File: src/rtl/edge_stamper_pkg.sv
// Shared definitions for the edge_stamper block.
//   MODE_* : per-channel edge-selection codes (bit 0 enables rising, bit 1 falling)
//   mode_enables() : whether a given mode lets an edge of the given polarity through
package edge_stamper_pkg;

  localparam logic [1:0] MODE_OFF  = 2'b00;
  localparam logic [1:0] MODE_RISE = 2'b01;
  localparam logic [1:0] MODE_FALL = 2'b10;
  localparam logic [1:0] MODE_BOTH = 2'b11;

  function automatic logic mode_enables(input logic [1:0] mode, input logic is_rise);
    logic en;
    unique case (mode)
      MODE_OFF:  en = 1'b0;
      MODE_RISE: en = is_rise;
      MODE_FALL: en = !is_rise;
      default:   en = 1'b1;
    endcase
    return en;
  endfunction

endpackage

File: src/rtl/edge_stamper_ch.sv
// One edge_stamper channel: synchroniser, glitch filter, mode-gated edge strobes and a
// single-entry pending event slot.
//   clk_i, rst_i       : clock, synchronous active-high reset
//   hit_i              : asynchronous hit level
//   mode_i             : edge selection for this channel
//   ts_i               : current coarse timestamp (captured on a qualifying edge)
//   drain_i            : top level is taking the pending slot at this edge
//   rise_o, fall_o     : registered one-cycle strobes
//   pvalid_o/ppol_o/pts_o : pending slot contents
//   drop_o             : a qualifying edge found the slot occupied and was discarded
module edge_stamper_ch
  import edge_stamper_pkg::*;
#(
  parameter int unsigned SYNC_STAGES = 2,
  parameter int unsigned FILTER_LEN  = 0,
  parameter int unsigned TS_WIDTH    = 16
) (
  input  logic                clk_i,
  input  logic                rst_i,
  input  logic                hit_i,
  input  logic [1:0]          mode_i,
  input  logic [TS_WIDTH-1:0] ts_i,
  input  logic                drain_i,
  output logic                rise_o,
  output logic                fall_o,
  output logic                pvalid_o,
  output logic                ppol_o,
  output logic [TS_WIDTH-1:0] pts_o,
  output logic                drop_o
);

  localparam logic [7:0] FiltMax = 8'(FILTER_LEN);

  typedef struct packed {
    logic                pol;
    logic [TS_WIDTH-1:0] ts;
  } pend_t;

  logic [SYNC_STAGES-1:0] sync_q;
  logic                   sync_lvl;
  logic                   filt_q, filt_d;
  logic [7:0]             cnt_q, cnt_d;
  logic                   rise_q, rise_d, fall_q, fall_d;
  logic                   pvalid_q, pvalid_d;
  pend_t                  pend_q, pend_d;
  logic                   edge_gated;

  assign sync_lvl = sync_q[SYNC_STAGES-1];

  // The filtered level only follows sync after FILTER_LEN+1 consecutive differing samples.
  always_comb begin
    filt_d = filt_q;
    cnt_d  = cnt_q;
    if (sync_lvl == filt_q) begin
      cnt_d = '0;
    end else if (cnt_q == FiltMax) begin
      filt_d = sync_lvl;
      cnt_d  = '0;
    end else begin
      cnt_d = cnt_q + 8'd1;
    end
  end

  // A new edge may refill a slot that is being drained at the same clock edge.
  always_comb begin
    rise_d     = (filt_d != filt_q) && filt_d && mode_enables(mode_i, 1'b1);
    fall_d     = (filt_d != filt_q) && !filt_d && mode_enables(mode_i, 1'b0);
    edge_gated = rise_d | fall_d;
    drop_o     = edge_gated && pvalid_q && !drain_i;
    pvalid_d   = pvalid_q;
    pend_d     = pend_q;
    if (edge_gated && (!pvalid_q || drain_i)) begin
      pvalid_d   = 1'b1;
      pend_d.pol = rise_d;
      pend_d.ts  = ts_i;
    end else if (drain_i) begin
      pvalid_d = 1'b0;
    end
  end

  always_ff @(posedge clk_i) begin
    if (rst_i) begin
      sync_q   <= '0;
      filt_q   <= 1'b0;
      cnt_q    <= '0;
      rise_q   <= 1'b0;
      fall_q   <= 1'b0;
      pvalid_q <= 1'b0;
      pend_q   <= '0;
    end else begin
      sync_q   <= {sync_q[SYNC_STAGES-2:0], hit_i};
      filt_q   <= filt_d;
      cnt_q    <= cnt_d;
      rise_q   <= rise_d;
      fall_q   <= fall_d;
      pvalid_q <= pvalid_d;
      pend_q   <= pend_d;
    end
  end

  assign rise_o   = rise_q;
  assign fall_o   = fall_q;
  assign pvalid_o = pvalid_q;
  assign ppol_o   = pend_q.pol;
  assign pts_o    = pend_q.ts;

endmodule

File: src/rtl/edge_stamper.sv
// Multi-channel hit edge stamper: per-channel filtered edge detection feeding a single
// valid/ready event stream tagged with channel, polarity and coarse timestamp.
//   iClk, iRst            : clock, synchronous active-high reset
//   iHit, iMode           : asynchronous hit levels, per-channel 2-bit mode
//   oRise, oFall          : one-cycle mode-gated strobes per channel
//   oEvtValid, iEvtReady  : event handshake
//   oEvtChan/Pol/Time     : event payload, stable while stalled
//   oOverflow, iClrOvf    : sticky drop flag and its clear (set wins)
module edge_stamper
  import edge_stamper_pkg::*;
#(
  parameter int unsigned CHANNELS    = 4,
  parameter int unsigned SYNC_STAGES = 2,
  parameter int unsigned FILTER_LEN  = 0,
  parameter int unsigned TS_WIDTH    = 16,
  localparam int unsigned CH_W       = (CHANNELS > 1) ? $clog2(CHANNELS) : 1
) (
  input  logic                  iClk,
  input  logic                  iRst,
  input  logic [CHANNELS-1:0]   iHit,
  input  logic [2*CHANNELS-1:0] iMode,
  output logic [CHANNELS-1:0]   oRise,
  output logic [CHANNELS-1:0]   oFall,
  output logic                  oEvtValid,
  input  logic                  iEvtReady,
  output logic [CH_W-1:0]       oEvtChan,
  output logic                  oEvtPol,
  output logic [TS_WIDTH-1:0]   oEvtTime,
  output logic                  oOverflow,
  input  logic                  iClrOvf
);

  logic [TS_WIDTH-1:0] ts_q;
  logic [CHANNELS-1:0] pvalid, ppol, drop, drain;
  logic [TS_WIDTH-1:0] pts [CHANNELS];

  logic                sel_any, sel_pol;
  logic [CH_W-1:0]     sel_idx;
  logic [TS_WIDTH-1:0] sel_ts;
  logic                out_load;

  logic                valid_q, valid_d, pol_q, pol_d, ovf_q, ovf_d;
  logic [CH_W-1:0]     chan_q, chan_d;
  logic [TS_WIDTH-1:0] time_q, time_d;

  for (genvar g = 0; g < int'(CHANNELS); g++) begin : g_ch
    edge_stamper_ch #(
      .SYNC_STAGES(SYNC_STAGES),
      .FILTER_LEN (FILTER_LEN),
      .TS_WIDTH   (TS_WIDTH)
    ) u_ch (
      .clk_i   (iClk),
      .rst_i   (iRst),
      .hit_i   (iHit[g]),
      .mode_i  (iMode[2*g+1:2*g]),
      .ts_i    (ts_q),
      .drain_i (drain[g]),
      .rise_o  (oRise[g]),
      .fall_o  (oFall[g]),
      .pvalid_o(pvalid[g]),
      .ppol_o  (ppol[g]),
      .pts_o   (pts[g]),
      .drop_o  (drop[g])
    );
  end

  assign out_load = !valid_q || iEvtReady;

  // Descending scan so the lowest pending index wins.
  always_comb begin
    sel_any = 1'b0;
    sel_idx = '0;
    sel_pol = 1'b0;
    sel_ts  = '0;
    for (int c = int'(CHANNELS) - 1; c >= 0; c--) begin
      if (pvalid[c]) begin
        sel_any = 1'b1;
        sel_idx = CH_W'(c);
        sel_pol = ppol[c];
        sel_ts  = pts[c];
      end
    end
  end

  always_comb begin
    drain = '0;
    for (int c = 0; c < int'(CHANNELS); c++) begin
      drain[c] = out_load && sel_any && (sel_idx == CH_W'(c));
    end
  end

  always_comb begin
    valid_d = valid_q;
    chan_d  = chan_q;
    pol_d   = pol_q;
    time_d  = time_q;
    if (out_load) begin
      valid_d = sel_any;
      if (sel_any) begin
        chan_d = sel_idx;
        pol_d  = sel_pol;
        time_d = sel_ts;
      end
    end
    ovf_d = ovf_q;
    if (|drop) begin
      ovf_d = 1'b1;
    end else if (iClrOvf) begin
      ovf_d = 1'b0;
    end
  end

  always_ff @(posedge iClk) begin
    if (iRst) begin
      ts_q    <= '0;
      valid_q <= 1'b0;
      chan_q  <= '0;
      pol_q   <= 1'b0;
      time_q  <= '0;
      ovf_q   <= 1'b0;
    end else begin
      ts_q    <= ts_q + 1'b1;
      valid_q <= valid_d;
      chan_q  <= chan_d;
      pol_q   <= pol_d;
      time_q  <= time_d;
      ovf_q   <= ovf_d;
    end
  end

  assign oEvtValid = valid_q;
  assign oEvtChan  = chan_q;
  assign oEvtPol   = pol_q;
  assign oEvtTime  = time_q;
  assign oOverflow = ovf_q;

endmodule

File: config.mk
export PLATFORM = sky130hd
export DESIGN_NAME = edge_stamper
export DESIGN_NICKNAME = d
export VERILOG_FILES = /design/src/rtl/edge_stamper_pkg.sv /design/src/rtl/edge_stamper_ch.sv /design/src/rtl/edge_stamper.sv
export SDC_FILE = /design/constraint.sdc
export NUM_CORES = 1
export LEC_CHECK = 0
export BUFFER_PORTS_ARGS = -buffer_cell sky130_fd_sc_hd__buf_4
export CAP_MARGIN = 10
export CORE_MARGIN = 5
export CORE_UTILIZATION = 63
export CTS_BUF_LIST = sky130_fd_sc_hd__clkbuf_8
export CTS_CLUSTER_SIZE = 28
export DETAILED_ROUTE_END_ITERATION = 8
export MAX_ROUTING_LAYER = met4
export PLACE_DENSITY_LB_ADDON = 0.12
export SLEW_MARGIN = 20
export SYNTH_ARGS = -nofsm -noshare
export SYNTH_HDL_FRONTEND = slang
export SYNTH_SLANG_ARGS = --single-unit
File: constraint.sdc
create_clock -name iClk -period 2.4 [get_ports iClk]
set_clock_uncertainty 0.2 [all_clocks]
set_input_delay 0.48 -clock iClk [delete_from_list [all_inputs] [get_ports iClk]]
set_output_delay 0.48 -clock iClk [all_outputs]
set_load 0.005 [all_outputs]
Yosys cells after proc, flatten, opt, wreduce, memory -nomap -nowiden. Index checks and enable logic that the tools add are counted.

Output and inout bits: 29. Register bits after elaboration: 161. Logic and storage cells: 187.

$add $sub $neg: 5. Bitwise gates (word level): 4. Equal/unequal tests: 19. Reductions and logical operators: 79. Mux-type cells: 42.

Operators by type and width (number): $mux 16 (4); $mux 1 (34); $logic_and 1x1->1 (33); $add 8x1->8 const B (4); $logic_not 8->1 (4); $add 16x1->16 const B (1); $reduce_or 2->1 (8); $logic_not 1->1 (13); $eq 2x2->1 const B (6); $reduce_or 3->1 (4); $eq 2x1->1 const B (5); $logic_not 2->1 (5); $reduce_bool 2->1 (5); $mux 2 (4); $logic_or 1x1->1 (5); $eq 1x1->1 (4); $ne 1x1->1 (4); $or 1x1->1 (4); $reduce_or 4->1 (1); $reduce_and 2->1 (1).

Logic depth before layout (Yosys ltp). Gate-level depths: netlist of the first run.

Word-level depth: 11. Mapped depth: 8. Depth with buffers taken out: 6.

Modules after synthesis. From an unflattened synthesis of the first run, not the netlist that was laid out.

Cell total of the unflattened synthesis: 755. Area total of the unflattened synthesis: 6911.6 sq um.

Modules (own cells, without submodules): edge_stamper_ch (cells each 137, times used 4, area an instance 1273.7 sq um, seq. area each 620.6 sq um); edge_stamper (cells each 207, times used 1, area an instance 1816.7 sq um, seq. area each 740.7 sq um).

Worst setup path after synthesis of the first run. Ideal clock, no wire load.

Path kind: reg-to-reg. Start: register g_ch[0].u_ch.cnt_q[0]. End: register g_ch[0].u_ch.cnt_q[2]. Setup time: 0.064 ns. Cell stages (with the launch flop): 9. Setup slack: 0.542 ns. Clock period less this slack: 1.858 ns. Data arrival time: 1.594 ns. Data required time: 2.136 ns. Cells stage by stage: dfxtp_1 inv_1 ha_1 nor4b_2 and2_1 clkbuf_1 or3_1 buf_2 nor2_1.

Longest elaborated chain between the ends: 2. Elaborated cells between the ends (all ways): 3.

Ends and longest elaborated chain: start, declared (line edge_stamper_ch.sv:42) `logic [7:0] cnt_q, cnt_d;`; start signal, assigned (line edge_stamper_ch.sv:93) `cnt_q <= cnt_d;`; branches (longest 2 deep; another with $add 8x1->8).

Parallel ways; which one is timed is not known. A chain may end at the register's enable or synchronous reset.

Worst setup path in the final report of the first run.
Start: register g_ch[0].u_ch.pvalid_q. End: register g_ch[3].u_ch.pend_q, in the netlist g_ch[3].u_ch.pts_o[11].

Longest elaborated chain between the ends: 5. Elaborated cells between the ends (all ways): 7.

Ends and longest elaborated chain: start, declared (line edge_stamper_ch.sv:44) `logic pvalid_q, pvalid_d;`; start signal, assigned (line edge_stamper_ch.sv:96) `pvalid_q <= pvalid_d;`; $mux 2 or $mux 1 (tied branches) (line edge_stamper.sv:76) `if (pvalid[c]) begin`; $eq 2x2->1 or $logic_and 1x1->1 (tied branches) (line edge_stamper.sv:88) `drain[c] = out_load && sel_any && (sel_idx == CH_W'(c));`; $logic_and 1x1->1 (*) (line edge_stamper.sv:88); $logic_or 1x1->1 (*) (line edge_stamper_ch.sv:72) `if (edge_gated && (!pvalid_q || drain_i)) begin`; $logic_and 1x1->1 (*) (line edge_stamper_ch.sv:72); end signal, assigned (line edge_stamper_ch.sv:97) `pend_q <= pend_d;`; end, declared (line edge_stamper_ch.sv:45) `pend_t pend_q, pend_d;`.

Mark *: on every way between the ends. The rest lies on a longest branch, timed or not.

==> impl_metrics.json, run 1 <==
{
  "status": "finished, final reports clean",
  "ant_nets": 0,
  "syn_inst": 826,
  "htree_levels": 4,
  "numPortBuffers": 44,
  "cp-end-kind": "flop",
  "wl_per_cell_um": 16.2,
  "start_util_pct": 64.4,
  "synth_top_area_share_pct": 46.0,
  "insertion_delay_ns": 0.47,
  "dr.first_iter.drc_count": 553,
  "final_core_util_pct": 71.2,
  "grt_start_max_net_pins": 50,
  "setup_tns_ns": 0,
  "synth.avg_cell_area_um2": 8.49,
  "layout.nets": 864,
  "grt_overflow": 0,
  "p_comb_share_pct": 4.7,
  "setup_violations": 0,
  "hold_path_end": "g_ch[1].u_ch.sync_q[0]",
  "synth.ff_latch_count": 161,
  "rrSetupSlack_ns": 0.25,
  "grt_pass1_vias": 5547,
  "syn-num-nets": 851,
  "rr_worst_depth": 4,
  "design.die.area_um2": 13300,
  "reg2reg_from": "g_ch[0].u_ch.pvalid_o",
  "sw_frac_of_total_pct": 22.3,
  "vdd_drop_max_uv": 523,
  "power_frac_seq_pct": 53.3,
  "cts-root-buf": "clkbuf_8",
  "die_h_um": 115,
  "place_congestion": 0.869,
  "hold_buffers": 0,
  "grt_first_pass_wirelength_um": 26700,
  "maxSlewHeadroom_pct": 48.0,
  "vias": 5813,
  "cts_buffers": 17,
  "max_freq_mhz": 465,
  "power.share.clock_pct": 42.0,
  "firstDrtPassIters": 5,
  "finalCriticalPeriod_ns": 2.15,
  "cts.sinks": 161,
  "fp.coreArea_um2": 10900,
  "cp.arrival_ns": 2.35,
  "worstPathMaxFanout": 21,
  "hold_start": "iHit[1]",
  "antenna_cells": 0,
  "min_path_type": "input pin to flop",
  "worstSetupPathType": "flop to flop",
  "rsz0062_at_grt": "false",
  "min_period_over_period_pct": 89.7,
  "p_int_uw": 3980,
  "synth_top_cell_by_area": "dfxtp_1",
  "antenna_found_initial": 0,
  "area_growth_pct": 10.6,
  "hold_viol_final": 0,
  "totalWireLength_um": 16000,
  "grtUsageTotal_pct": 26.1,
  "cap_violations": 0,
  "final_layout_size_suffix_gt1_share_pct": 13.0,
  "yosysSeqAreaShare_pct": 46.0,
  "cp.required_ns": 2.60,
  "die_w_um": 115,
  "p_leak_uw": 0.00289,
  "yosys-top-cells-area": "dfxtp_1 (46%), a21oi_1 (5.5%), o21ai_0 (5.5%), nand3_1 (5.2%), nand2_1 (4.2%)",
  "r2r_end": "g_ch[3].u_ch.pts_o[11]",
  "vias_per_cell": 5.86,
  "clockBufferDepth": 2,
  "cts_tree": "built",
  "clk_pin_slew_ns": 0.08,
  "worst_setup_path_start_kind": "flop",
  "cts-resized-gates": 0,
  "dp_hpwl_um": 10800,
  "postCtsSetupBuffers": 0,
  "hold_depth": 2,
  "synthDistinctLibCells": 48,
  "switchingPower_uw": 1140,
  "io_pins": 45,
  "yosysWarnings": 0,
  "power_density_nw_per_um2": 660,
  "rows": 38,
  "worstMarginPinSlew_ns": 0.780,
  "netlist_area_um2": 7010,
  "slew_viol_final": 0,
  "drc": 0
}
[stage by stage]
stage / setup slack, ns / std cells / cell area [um2] / total power (uW) / hold slack, ns
6_report: 0.248 / 992 / 7760 / 5120 / 0.0179
3_5_place_dp: 0.195 / 960 / 7310 / 3020 / 0.229
2_1_floorplan: 0.542 / 826 / 7010 / 2940 / 0.214
5_1_grt: 0.0575 / 992 / 7760 / 5290 / 0.00434
3_3_place_gp: 0.296 / 960 / 7310 / 3020 / 0.216
4_1_cts: 0.296 / 992 / 7750 / 5140 / 0.00173
[worst max-delay path: stages, from the launching register on]
cell,delay (ns)
dfxtp_1,0.49
or2_4,0.35
o31a_1,0.66
o21ai_0,0.19
a21oi_1,0.18
[sequential cells by signal, summed over array words and instances (netlist names), 2 cells and up]
name / flops
ts_q: 16
oEvtChan: 2
g_ch.u_ch.filt_q: 4
g_ch.u_ch.ppol_o: 4
g_ch.u_ch.pts_o: 64
oEvtTime: 16
g_ch.u_ch.pvalid_o: 4
g_ch.u_ch.sync_q: 8
g_ch.u_ch.cnt_q: 32
g_ch.u_ch.rise_o: 4
g_ch.u_ch.fall_o: 4
[layout by cell type, fill, tap and decap left out, drive strengths merged, types with 21 or more instances in the layout]
cell type  instances
dfxtp            161
o21ai             90
a21oi             79
nand2             78
nand3             73
nor2              71
buf               64
nor2b             28
clkbuf            23
xor2              21
[final cells by class]
cell class	instances	area (um2)
Inverter	13	48.8
Clock buffer	23	317
Tap cell	140	175
Timing Repair Buffer	64	480
Fill cell	858	3130
Sequential cell	161	3220
Multi-Input combinational cell	582	3390
Clock inverter	9	128
[power groups by stage]
stage                     clock (uW)  combinational (uW)  sequential [uW]
after CTS                       2180                 235             2730
after global routing            2300                 259             2730
after floorplan                    0                 167             2780
after global placement             0                 229             2790
final                           2150                 239             2730
after detailed placement           0                 234             2790
[synth_stat cells, drive strengths merged]
cell     instances
nor2b           28
ha               9
inv             13
o21a             1
clkbuf          34
a21o             1
nand2b           1
a32oi            1
and2             1
dfxtp          161
a21oi           79
and3            11
mux2i           20
nand3b           4
o31ai            1
o21ai           90
nand4            3
xnor2           19
nor2            71
and3b           10
xor2            21
or3              7
or2              1
o2111ai          2
nor3            11
a31oi            2
nand2           78
nor4b            4
o211a            3
nor4             4
buf             36
o211ai          20
nor3b            3
nand3           73
a211oi           1
a22oi            1
o31a             1
[worst max-delay path by stage]
stage,start,endpoint,slack [ns],cells past startpoint
6_report,g_ch[0].u_ch.pvalid_o,g_ch[3].u_ch.pts_o[11],0.25,4
3_5_place_dp,iEvtReady,g_ch[1].u_ch.pts_o[10],0.19,5
5_1_grt,g_ch[1].u_ch.pvalid_o,g_ch[3].u_ch.pts_o[7],0.06,4
4_1_cts,g_ch[1].u_ch.pvalid_o,g_ch[3].u_ch.ppol_o,0.30,4
2_1_floorplan,g_ch[0].u_ch.cnt_q[0],g_ch[0].u_ch.cnt_q[2],0.54,8
3_3_place_gp,iEvtReady,g_ch[1].u_ch.pts_o[9],0.30,5
[layer usage]
metal,vias to the layer above,GRT usage [%],part of all wire (%)
li1,2863,-,-
met1,2743,32.7,43
met2,185,41.3,48
met3,22,6.95,7.8
met4,0,8.14,1.3
met5,-,-,0
[kinds of logic after synthesis]
logic type | synth area share (%)
AND/OR/NAND/NOR | 22.3
multiplexers | 2.86
buffers and inverters | 5.89
AO/OA/AOI/OAI | 16.4
adder cells (fa/ha/maj) | 1.61
XOR/XNOR | 5.00
flip-flops | 46.0
No activity file was read; power rests on OpenSTA's default activity.
==> run 2, diff against run 1 <==
SYNTH_HIERARCHICAL = 1   (was not set)
==> run 2 against run 1 <==
Against the previous run: sequential share of layout area shrank 0.78 points; highest routed layer unchanged; global-route usage fell by 0.26 points; setup slack worse by 0.055 ns; largest power group unchanged; cell area up 1.9%; fmax down 2.5%.
==> impl_metrics.json, run 2 <==
{
  "syn-num-nets": 780,
  "largest_reg_flops": 64,
  "yosys-top-cells-area": "dfxtp_1 (47%), mux2i_1 (9.3%), nand2_1 (8.9%), o32ai_1 (2.7%), a221oi_1 (2.3%)",
  "dp_hpwl_um": 11000,
  "rr_worst_depth": 6,
  "worstMarginPinSlew_ns": 0.736,
  "design.die.area_um2": 13200,
  "r2r_end": "g_ch[3].u_ch/pts_o[5]",
  "io_pins": 45,
  "clk_pin_slew_ns": 0.08,
  "die_h_um": 115,
  "rsz0062_at_grt": "false",
  "syn_inst": 755,
  "setup_violations": 0,
  "htree_levels": 4,
  "crit_family": "simple AND/OR/NAND/NOR gates",
  "crit_slowest_cell": "or2_2",
  "multi_input_area_um2": 3410,
  "placed_cell_area_um2": 7450,
  "rows": 38,
  "antenna_found_initial": 0,
  "layout.nets": 832,
  "fp.coreArea_um2": 10800,
  "yosysMostFrequentCell": "nand2_1",
  "cp-end-kind": "flop",
  "fin_ws_ns": 0.193,
  "p_leak_uw": 0.00277,
  "finalCriticalPeriod_ns": 2.21,
  "vias_per_cell": 5.91,
  "place_ws_ns": 0.118,
  "synth_top_cell_by_area": "dfxtp_1",
  "netlist_area_um2": 6910,
  "setup_tns_ns": 0,
  "dr.first_iter.drc_count": 502,
  "most-common-layout-cells": "nand2_1 (164), dfxtp_1 (161), mux2i_1 (64), buf_4 (64), nor2_1 (35)",
  "crit_path_start": "g_ch[1].u_ch/pvalid_o",
  "cap_violations": 0,
  "min_path_type": "input pin to flop",
  "synthFlopType": "dfxtp_1",
  "vias": 5670,
  "synth_enable_flop_cells": 0,
  "yosysWarnings": 6,
  "crit_chain": "or2_2, nor3b_2, nor2b_1, a2111oi_4, buf_12, mux2i_1",
  "fillerInstances": 795,
  "async_flop_share_pct": 0,
  "area_growth_pct": 14.4,
  "wl_met1_um": 6490,
  "routed.top_layer": "met4",
  "cts_buffers": 17,
  "reg2reg_from": "g_ch[1].u_ch/pvalid_o",
  "worst_setup_path_start_kind": "flop",
  "hold_viol_final": 0,
  "firstDrtPassIters": 5,
  "final_layout_size_suffix_gt1_share_pct": 14.9,
  "power_density_nw_per_um2": 668,
  "antenna_cells": 0,
  "ys_top_cells_by_count": "nand2_1 (164), dfxtp_1 (161), mux2i_1 (64)",
  "synthDistinctLibCells": 41,
  "synth.ff_latch_count": 161,
  "numPortBuffers": 44,
  "worstSetupPathType": "flop to flop",
  "cp.required_ns": 2.59,
  "synth.avg_cell_area_um2": 9.15,
  "ant_nets": 0,
  "grt_first_pass_wirelength_um": 26100,
  "yosysSeqAreaShare_pct": 46.6,
  "status": "finished, final reports clean",
  "cts-root-buf": "clkbuf_8",
  "grt_pass1_vias": 5386,
  "cts_tree": "built",
  "stdcell_area_um2": 7910,
  "final_common_cell": "nand2_1",
  "vdd_drop_max_uv": 577,
  "grt_overflow": 0,
  "dr_wl_met2_um": 7830,
  "worst-path-buf-inv": 1,
  "grt_start_max_net_pins": 47,
  "place_congestion": 0.864,
  "worstPathMaxFanout": 17,
  "seqCellArea_um2": 3220,
  "insertion_delay_ns": 0.46,
  "crit_end": "g_ch[3].u_ch/pts_o[5]",
  "route.met3.wl_um": 689,
  "cts.sinks": 161,
  "worst-path-stages": 6,
  "cp.arrival_ns": 2.39,
  "postCtsSetupBuffers": 0,
  "slew_viol_final": 0,
  "maxSlewHeadroom_pct": 50.9,
  "clockBufferDepth": 2,
  "synth_top_area_share_pct": 46.6,
  "drc": 0,
  "wl_per_cell_um": 16.4,
  "grtUsageTotal_pct": 25.8,
  "cpPeakStageDelay_ns": 0.41,
  "die_w_um": 115,
  "min_period_over_period_pct": 92.0,
  "max_freq_mhz": 453,
  "totalWireLength_um": 15700,
  "start_util_pct": 64.0,
  "rrSetupSlack_ns": 0.19
}
[run 2: through the flow]
stage / std cells / utilization, % / power [uW] / hold slack, ns
after floorplan: 755 / - / 3040 / 0.214
after detailed placement: 927 / 69.0 / 3180 / 0.223
after global routing: 959 / 73.2 / 5490 / 0.0285
after CTS: 958 / 73.0 / 5310 / 0.00495
after global placement: 927 / 69.0 / 3170 / 0.218
final: 959 / 73.2 / 5280 / 0.0386
[run 2: logic make-up (layout without fill, tap and decap cells)]
kind of cell,Yosys count,in the layout,share of synthesized area [%]
xor+xnor,19,19,2.41
fa+ha+maj,9,9,1.63
buf+inv,62,126,4.24
compound gates,123,123,13.4
mux,68,68,9.92
flops,161,161,46.6
simple gates,313,313,21.8
[run 2: report_power, final]
part / switching (uW) / total [uW] / internal (uW)
clock: 945 / 2160 / 1210
combinational: 219 / 380 / 161
sequential: 30.9 / 2740 / 2710
total: 1190 / 5280 / 4080
[run 2: how the worst min path moves through the flow]
stage                                   endpoint  cells after the start              startpoint
after CTS                 g_ch[1].u_ch/sync_q[0]                      2                 iHit[1]
after global routing      g_ch[0].u_ch/sync_q[0]                      2                 iHit[0]
after floorplan           g_ch[0].u_ch/sync_q[1]                      1  g_ch[0].u_ch/sync_q[0]
after global placement    g_ch[2].u_ch/sync_q[1]                      1  g_ch[2].u_ch/sync_q[0]
final                     g_ch[0].u_ch/sync_q[0]                      2                 iHit[0]
after detailed placement  g_ch[3].u_ch/sync_q[1]                      1  g_ch[3].u_ch/sync_q[0]
[run 2: timing repair]
item / in CTS / in global routing
endpoints found under the hold margin: 0 / 1
resized for setup: 0 / 2
setup endpoints to repair: 0 / 8
hold buffers: 0 / 1
[run 2: layout make-up]
type | count | area share [%]
Inverter | 26 | 1.23
Timing Repair Buffer | 69 | 7.22
Sequential cell | 161 | 40.8
Tap cell | 140 | 2.22
Clock buffer | 17 | 2.96
Clock inverter | 14 | 2.48
Multi-Input combinational cell | 532 | 43.1
[run 2: metal layers]
| layer | GRT usage (%) | vias up |
|---|---|---|
| met3 | 5.05 | 52 |
| met4 | 14.1 | 0 |
| li1 | - | 2775 |
| met2 | 42.7 | 158 |
| met5 | - | - |
| met1 | 29.5 | 2685 |
